**config.mk**
```make
export PLATFORM = sky130hd
export DESIGN_NAME = xm_mem_unit
export DESIGN_NICKNAME = d
export VERILOG_FILES = /design/src/rtl/xm_mem_unit.sv
export SDC_FILE = /design/constraint.sdc
export NUM_CORES = 1
export LEC_CHECK = 0
export BUFFER_PORTS_ARGS = -buffer_cell sky130_fd_sc_hd__buf_2
export CAP_MARGIN = 10
export CORE_ASPECT_RATIO = 1.5
export CORE_UTILIZATION = 46
export CTS_CLUSTER_DIAMETER = 30
export DETAILED_ROUTE_END_ITERATION = 6
export MAX_ROUTING_LAYER = met4
export PLACE_DENSITY_LB_ADDON = 0.3
export SYNTH_ARGS = -nofsm -noshare
export SYNTH_HDL_FRONTEND = slang
export SYNTH_SLANG_ARGS = --single-unit
```
**constraint.sdc**
```tcl
create_clock -name clk_i -period 1.4 [get_ports clk_i]
set_input_delay 0.28 -clock clk_i [delete_from_list [all_inputs] [get_ports clk_i]]
set_output_delay 0.28 -clock clk_i [all_outputs]
set_load 0.01 [all_outputs]
```
**src/rtl/xm_mem_unit.sv**
```systemverilog
// -----------------------------------------------------------------------------
// xm_mem_unit
//
// Bridges a simple controller-side memory request (byte or word, read or write)
// onto an external request/acknowledge bus with byte-lane enables. The unit
// keeps one access outstanding at a time. A word access to an odd address is
// rejected with a one-cycle fault pulse and never reaches the bus.
//
// Optional build feature:
//   XM_MEM_TIMEOUT_EN  When defined, a bus request left without busAck_i for
//                      TIMEOUT cycles is abandoned with a fault pulse. When
//                      undefined, the unit waits on busAck_i indefinitely.
//
// Parameters:
//   WORD     data/address width in bits (the lane logic assumes 16)
//   TIMEOUT  maximum bus-wait cycles before a fault (timeout build only)
//
// Ports:
//   clk_i        clock, all state updates on the rising edge
//   arst_i       synchronous active-high reset
//   memEn_i      controller access request, sampled in IDLE
//   memRW_i      0 = read, 1 = write
//   byteOp_i     1 = byte access, 0 = word access
//   adr_i        byte address
//   wrData_i     write data
//   rdData_o     registered read data, updated only by a completed read
//   memBusy_o    access in progress (includes the request cycle)
//   memFault_o   one-cycle fault pulse (misaligned word or bus timeout)
//   busReq_o     external request, held high until ack (or timeout)
//   busWe_o      external write enable
//   busAdr_o     word-aligned external address
//   busBe_o      byte-lane enables, bit 0 = [7:0], bit 1 = [15:8]
//   busWrData_o  external write data
//   busRdData_i  external read data
//   busAck_i     external transfer complete
// -----------------------------------------------------------------------------
module xm_mem_unit #(
  parameter int WORD    = 16,
  parameter int TIMEOUT = 15
) (
  input  logic            clk_i,
  input  logic            arst_i,
  input  logic            memEn_i,
  input  logic            memRW_i,
  input  logic            byteOp_i,
  input  logic [WORD-1:0] adr_i,
  input  logic [WORD-1:0] wrData_i,
  output logic [WORD-1:0] rdData_o,
  output logic            memBusy_o,
  output logic            memFault_o,
  output logic            busReq_o,
  output logic            busWe_o,
  output logic [WORD-1:0] busAdr_o,
  output logic [1:0]      busBe_o,
  output logic [WORD-1:0] busWrData_o,
  input  logic [WORD-1:0] busRdData_i,
  input  logic            busAck_i
);

  typedef enum logic {
    IDLE = 1'b0,
    REQ  = 1'b1
  } state_t;

  state_t state;
  state_t state_next;

  logic accept;      // legal access taken in IDLE this cycle
  logic misaligned;  // word access to an odd address, rejected
  logic done;        // bus acknowledged the outstanding access
  logic timed_out;   // outstanding access abandoned for lack of ack

`ifdef XM_MEM_TIMEOUT_EN
  localparam int TMO_W = $clog2(TIMEOUT + 1);
  logic [TMO_W-1:0] tmo_cnt;
`endif

  // ---------------------------------------------------------------------------
  // State register
  // ---------------------------------------------------------------------------
  // NOTE: sequential state is written with non-blocking assignments so every
  // register samples the pre-edge values, independent of block ordering.
  always_ff @(posedge clk_i) begin
    if (arst_i) begin
      state <= IDLE;
    end else begin
      state <= state_next;
    end
  end

  // ---------------------------------------------------------------------------
  // Next-state and control decode
  // ---------------------------------------------------------------------------
  // NOTE: every signal driven here gets a default first, so no path through
  // the case statement leaves one unassigned and infers a latch.
  always_comb begin
    state_next = state;
    accept     = 1'b0;
    misaligned = 1'b0;
    done       = 1'b0;
    timed_out  = 1'b0;
    case (state)
      IDLE: begin
        // busAck_i is deliberately not looked at here.
        if (memEn_i) begin
          if (!byteOp_i && adr_i[0]) begin
            misaligned = 1'b1;
          end else begin
            accept     = 1'b1;
            state_next = REQ;
          end
        end
      end
      REQ: begin
        // memEn_i is deliberately not looked at here. An ack on the same edge
        // as the timeout takes priority, so the access completes normally.
        if (busAck_i) begin
          done       = 1'b1;
          state_next = IDLE;
        end
`ifdef XM_MEM_TIMEOUT_EN
        else if (tmo_cnt == TMO_W'(TIMEOUT - 1)) begin
          timed_out  = 1'b1;
          state_next = IDLE;
        end
`endif
      end
      default: state_next = IDLE;
    endcase
  end

  // Busy covers the request cycle itself so the controller sees it at once.
  assign memBusy_o = (state == REQ) || ((state == IDLE) && memEn_i);

  // ---------------------------------------------------------------------------
  // Bus-side registers and read data
  // ---------------------------------------------------------------------------
  // The latched busWe_o/busBe_o double as the record of what the outstanding
  // access was: a read has busWe_o low, a byte access has a single lane
  // enabled, and busBe_o[1] names the upper lane.
  always_ff @(posedge clk_i) begin
    if (arst_i) begin
      busReq_o    <= 1'b0;
      busWe_o     <= 1'b0;
      busBe_o     <= 2'b00;
      busAdr_o    <= '0;
      busWrData_o <= '0;
      rdData_o    <= '0;
      memFault_o  <= 1'b0;
    end else begin
      memFault_o <= misaligned | timed_out;

      if (accept) begin
        busReq_o <= 1'b1;
        busWe_o  <= memRW_i;
        busAdr_o <= {adr_i[WORD-1:1], 1'b0};
        if (!byteOp_i) begin
          busBe_o <= 2'b11;
        end else if (adr_i[0]) begin
          busBe_o <= 2'b10;
        end else begin
          busBe_o <= 2'b01;
        end
        // A byte write drives its byte on every lane; the enables pick one.
        busWrData_o <= byteOp_i ? {(WORD/8){wrData_i[7:0]}} : wrData_i;
      end

      if (done || timed_out) begin
        busReq_o <= 1'b0;
      end

      if (done && !busWe_o) begin
        if (busBe_o == 2'b11) begin
          rdData_o <= busRdData_i;
        end else if (busBe_o[1]) begin
          rdData_o <= WORD'(busRdData_i[15:8]);
        end else begin
          rdData_o <= WORD'(busRdData_i[7:0]);
        end
      end
    end
  end

`ifdef XM_MEM_TIMEOUT_EN
  // ---------------------------------------------------------------------------
  // Bus-wait counter: counts REQ cycles that end without an ack, and restarts
  // from zero whenever the unit is not waiting.
  // ---------------------------------------------------------------------------
  always_ff @(posedge clk_i) begin
    if (arst_i) begin
      tmo_cnt <= '0;
    end else if ((state == REQ) && !busAck_i && !timed_out) begin
      tmo_cnt <= tmo_cnt + 1'b1;
    end else begin
      tmo_cnt <= '0;
    end
  end
`endif

endmodule

```
==> results.tsv, run 1 <==
metric	value	unit
fillers	493	
tns	0	ns
pin_count	108	
fp.dieH	88.2	um
avgSynthCellArea	9.33	sq um
crit_path_end_kind	primary output	
grt_pass1_wl	9320	um
synth_area	2280	sq um
placed_area	2810	sq um
ff_latch_area	1060	sq um
grt_max_degree	34	
ys_seq_area_share	46.6	%
drt-initial-drc-count	145	
ir_worst_vdd	712	uV
diodes	0	
cts_buffers	5	
final_cell_area	2910	sq um
htree_num_levels	2	
wl	5820	um
status	complete, no violations	
yosysWarnings	0	
fmax	734	MHz
areaGrowthSynthToFinish	27.8	%
ant_nets	0	
maxSlewViolCount	0	
crit_arrival	1.08	ns
multi_input_area	1010	sq um
clockRootBuffer	clkbuf_8	
track_usage	24.2	%
layout.nets	399	
cap_viol_max_count	0	
p_leak	1.36	nW
cp.required	1.12	ns
crit_type	register to primary output	
num_rows	31	
die_area	5240	sq um
hold_violations	0	
post-route-drc-count	0	
clk_path_buf_depth	2	
hpwl	4410	um
via_count	2164	
crit_fanout	5	
final_cells	412	
grt-ovfl-total	0	
dp.cells	402	
hp-class	input pin to register	
wl_per_cell	14.1	um
grt_pass1_vias	1994	
drtPass1Iterations	4	
port_buffers	106	
ys_types	32	
postSynthCellCount	244	
pwr_density_cell	1050	nW/um^2
place.gp.congestion	0.813	
rsz0062_at_grt	false	
drive_gt1_share	42.2	%
cts_tree	done	
antenna_found_initial	0	
fin_worst_skew	0.00685	ns
clk_latency	0.30	ns
post-route-period-util	97.3	%
core-area	4810	sq um
ys_ff_latch	53	
postLayoutCoreUtil	60.5	%
cts.sinks	53	
crit_path_start_kind	register	
finalSetupViolCount	0	
initial_core_util	47.3	%
synth_nets	298	
clk_pin_slew_worst_paths	0.09	ns
fin_crit	1.36	ns
dieWidth	59.4	um
power	0.00305	W
vias_per_cell	5.25	
[flip-flops by register name, indices dropped and copies added, names as in the netlist]
register,cells
busAdr_o,15
busBe_o,2
busReq_o,1
busWe_o,1
busWrData_o,16
memFault_o,1
rdData_o,16
state,1
[cell usage in the layout (no fill, tap or decap), drive strengths merged]
| cell | count |
|---|---|
| buf | 120 |
| dfxtp | 53 |
| a21oi | 49 |
| nand3 | 32 |
| o21ai | 32 |
| mux2i | 16 |
| a211oi | 8 |
| nand2 | 8 |
| clkbuf | 7 |
| nand2b | 3 |
| nand3b | 2 |
| o21a | 2 |
| nor2 | 2 |
| nor2b | 2 |
| or2 | 1 |
| and2b | 1 |
| and3b | 1 |
| and2 | 1 |
| inv | 1 |
| nor3 | 1 |
| o221a | 1 |
| a2bb2oi | 1 |
| conb | 1 |
| clkinvlp | 1 |
[area by class of cell]
cell class | instances | area share, %
clock buffer | 7 | 2.62
sequential | 53 | 36.6
clock inverter | 1 | 0.258
timing repair buffer | 120 | 22.7
tap | 66 | 2.84
multi-input combinational | 164 | 34.9
inverter | 1 | 0.129
[worst paths after layout]
kind / from / to / slack, ns / depth (start not counted)
min reg2reg: rdData_o[8]$_SDFFE_PP0P_ / rdData_o[8]$_SDFFE_PP0P_ / 0.45 / 2
min: adr_i[10] / busAdr_o[10]$_SDFFE_PP0P_ / 0.22 / 3
max reg2reg: state$_SDFF_PP0_ / rdData_o[2]$_SDFFE_PP0P_ / 0.19 / 5
max: state$_SDFF_PP0_ / memBusy_o / 0.04 / 2
[cells by family after synthesis]
kind of cell / share of synthesized area (%)
AO/OA/AOI/OAI: 24.6
buffers and inverters: 8.96
flip-flops: 46.6
multiplexers: 7.03
other: 0.165
AND/OR/NAND/NOR: 12.7
[Yosys cell counts]
master | number | area [sq um]
clkbuf_2 | 2 | 10.0
conb_1 | 1 | 3.75
nor2_1 | 1 | 3.75
nand2_1 | 8 | 30.0
a2bb2oi_1 | 1 | 8.76
nand2b_4 | 1 | 13.8
a211oi_2 | 8 | 100
o221a_2 | 1 | 11.3
and2_1 | 1 | 6.26
and2b_2 | 1 | 8.76
mux2i_1 | 16 | 160
and3b_1 | 1 | 8.76
buf_1 | 1 | 3.75
dfxtp_1 | 53 | 1060
nand3b_1 | 2 | 15.0
nand3_1 | 32 | 160
buf_2 | 7 | 35.0
buf_6 | 7 | 78.8
clkbuf_1 | 4 | 15.0
inv_1 | 1 | 3.75
nor3_1 | 1 | 5.00
a21oi_2 | 5 | 43.8
buf_4 | 3 | 22.5
a21oi_1 | 44 | 220
buf_8 | 1 | 15.0
or2_2 | 1 | 6.26
nor2b_1 | 2 | 12.5
o21a_1 | 2 | 15.0
o21ai_0 | 32 | 160
nor2_2 | 1 | 6.26
nand2b_1 | 2 | 12.5
buf_12 | 1 | 20.0
[per-stage QoR]
step	worst slack, ns	hold WS (ns)
detailed placement	0.136	0.442
floorplan	0.289	0.428
global route	0.00137	0.211
global placement	0.195	0.436
finish	0.0374	0.217
CTS	0.0139	0.215
[per-layer routing]
layer	up-vias	share of wire, %	global-route usage [%]	wire [um]
met1	998	40	26.6	2350
met3	6	6.2	4.58	362
met2	88	52	42.8	3030
li1	1072	-	-	-
met5	-	0	-	0
met4	0	1.3	7.79	78
[power by group]
group,switching [W],internal (W)
clock,0.000486,0.000355
combinational,0.000309,0.000259
sequential,0.0000457,0.00159
[what timing repair did]
item / CTS / global route
resized for setup: 1 / 1
buffers inserted: 0 / 2
hold buffers: 0 / 0
cloned: 0 / 0
endpoints found under the setup margin: 1 / 1
[worst max-delay path: stages, from the launching register on]
cell and delay (ns):
dfxtp_4 0.36, or2_2 0.29, buf_2 0.14
Note: power is estimated with default switching activity, not from simulation.
==> run 2: changes to the inputs <==
- CORE_UTILIZATION: 46 -> 49
- clock period: 1.4 -> 1.7 ns (I/O delays scaled with it)
==> run 2 against run 1 <==
  * The run now ends with DRC left
  * Global-route usage grew 0.10 points
  * Worst setup slack gained 0.19 ns
  * Worst hold slack gained 0.059 ns
  * Sequential power shrank 18%
  * Register-to-register slack gained 0.22 ns
  * Routed wire length shrank 2.0%
  * Total power shrank 17%
  * Cell area shrank 2.8%
  * Non-clock buffer count shrank 5
  * Critical endpoint unchanged
==> results.tsv, run 2 (synthesized netlist as in run 1, its figures left out) <==
metric	value	unit	change
status	finished, violations left		was complete, no violations
violations	DRC		
reg.largest.list	busWrData_o (16), rdData_o (16), busAdr_o (15)		unchanged
hpwl	4210	um	was 4410 um
maxSlewViolCount	0		unchanged
final_cell_mix	106 x buf_2, 53 x dfxtp_1, 44 x a21oi_1		was 106 x buf_2, 52 x dfxtp_1, 44 x a21oi_1
crit_arrival	1.14	ns	was 1.08 ns
num_rows	30		was 31
areaGrowthSynthToFinish	24.2	%	was 27.8%
drive_gt1_share	41.5	%	was 42.2%
cts-resized-gates	0		was 1
via_count	2154		was 2164
ant_nets	0		unchanged
final_cells	388		was 412
die_area	4930	sq um	was 5240 sq um
hp-class	input pin to register		unchanged
grt-ovfl-total	0		unchanged
drtPass1Iterations	6		was 4
crit_type	register to primary output		unchanged
ir_worst_vdd	559	uV	was 712 uV
ff2ff_path_depth	3		was 5
port_buffers	106		unchanged
track_usage	24.3	%	was 24.2%
initial_core_util	50.6	%	was 47.3%
hold_violations	0		unchanged
cts_setup_buffers	0		unchanged
cts_tree	done		unchanged
rsz0062_at_grt	false		unchanged
wl	5710	um	was 5820 um
post-route-drc-count	10		was 0
grt_pass1_vias	1965		was 1994
min_to	busAdr_o[14]$_SDFFE_PP0P_		was busAdr_o[10]$_SDFFE_PP0P_
ctsHoldBuffers	0		unchanged
grt_pass1_wl	8980	um	was 9320 um
drt-initial-drc-count	92		was 145
crit_fanout	8		was 5
antenna_found_initial	0		unchanged
finalSetupViolCount	0		unchanged
post-route-period-util	86.9	%	
p_leak	1.33	nW	was 1.36 nW
diodes	0		unchanged
fin_worst_skew	0.00953	ns	was 0.00685 ns
crit_path_max_incr_delay	0.39	ns	was 0.36 ns
clk_path_buf_depth	2		unchanged
vias_per_cell	5.55		was 5.25
fp.dieH	85.5	um	was 88.2 um
multi_input_area	1010	sq um	unchanged
pwr_density_cell	890	nW/um^2	was 1050 nW/um^2
pin_count	108		unchanged
tns	0	ns	unchanged
crit_slowest_cell	dfxtp_1		was dfxtp_4
wl_per_cell	14.7	um	was 14.1 um
clk_latency	0.31	ns	was 0.30 ns
layout.nets	394		was 399
hold_depth	3		unchanged
crit_path_end_kind	primary output		unchanged
grt_max_degree	34		unchanged
clockRootBuffer	clkbuf_8		unchanged
cap_viol_max_count	0		unchanged
crit_chain	or2_2, buf_2		unchanged
fin_crit	1.48	ns	
cts_buffers	5		unchanged
ff_latch_area	1060	sq um	about the same
ff2ff_setup_slack	0.41	ns	was 0.19 ns
htree_num_levels	2		unchanged
cp.required	1.36	ns	was 1.12 ns
final_common_cell	buf_2		unchanged
clk_pin_slew_worst_paths	0.10	ns	was 0.09 ns
crit_path_start_kind	register		unchanged
fillers	425		was 493
dp.cells	381		was 402
cts.sinks	53		unchanged
worstReg2RegStart	busBe_o[0]$_SDFFE_PP0P_		was state$_SDFF_PP0_
dieWidth	57.7	um	was 59.4 um
r2r-end	rdData_o[1]$_SDFFE_PP0P_		was rdData_o[2]$_SDFFE_PP0P_
fmax	677	MHz	
place.gp.congestion	0.804		was 0.813
core-area	4500	sq um	was 4810 sq um
min_from	adr_i[14]		was adr_i[10]
==> run 2: cell count changes in the layout (fill, tap and decap cells not counted) <==
cell,change
buf_4,-3
clkbuf_1,-2
buf_12,-2
dfxtp_4,-1
dfxtp_1,+1
clkbuf_8,+1
==> run 2: area by class of cell <==
type                       count  area share [%]
sequential                    53            37.5
multi-input combinational    164            35.9
timing repair buffer         115            21.2
clock buffer                   6            2.92
tap                           48            2.12
clock inverter                 1           0.265
inverter                       1           0.133
==> run 2: routing by layer <==
layer / up-vias / routed length (um) / GRT usage (%)
met5: - / 0 / -
met4: 0 / 94 / 8.01
met3: 8 / 327 / 4.37
met2: 79 / 2990 / 42.7
met1: 1010 / 2290 / 27.4
li1: 1057 / - / -
==> run 2: worst max-delay path by stage <==
stage / startpoint / end / slack (ns) / depth (start not counted)
floorplan: byteOp_i / busWrData_o[12]$_SDFFE_PP0P_ / 0.56 / 6
global placement: byteOp_i / busWrData_o[7]$_SDFFE_PP0P_ / 0.37 / 5
detailed placement: byteOp_i / busAdr_o[12]$_SDFFE_PP0P_ / 0.31 / 5
CTS: state$_SDFF_PP0_ / memBusy_o / 0.21 / 2
global route: state$_SDFF_PP0_ / memBusy_o / 0.19 / 2
finish: state$_SDFF_PP0_ / memBusy_o / 0.22 / 2
==> run 2: critical path: cells and delay by family, from the launching register on <==
| family | cells | cell delay (ns) |
|---|---|---|
| simple gates | 1 | 0.31 |
| buf+inv | 1 | 0.14 |
| flops | 1 | 0.39 |
==> run 2: report_power, final <==
group	switching (W)	internal [W]	total, W
clock	0.000402	0.000323	0.000725
combinational	0.000247	0.000196	0.000443
sequential	0.0000406	0.00131	0.00135
==> run 2: metrics by stage <==
step	hold WS, ns	total power [W]	worst slack, ns	cell area (sq um)	utilization [%]
CTS	0.267	0.00254	0.212	2830	62.8
detailed placement	0.442	0.00182	0.308	2740	60.8
global placement	0.438	0.00182	0.368	2740	60.8
floorplan	0.476	0.00166	0.556	2280	-
finish	0.275	0.00252	0.223	2830	62.8
global route	0.272	0.00263	0.192	2830	62.8
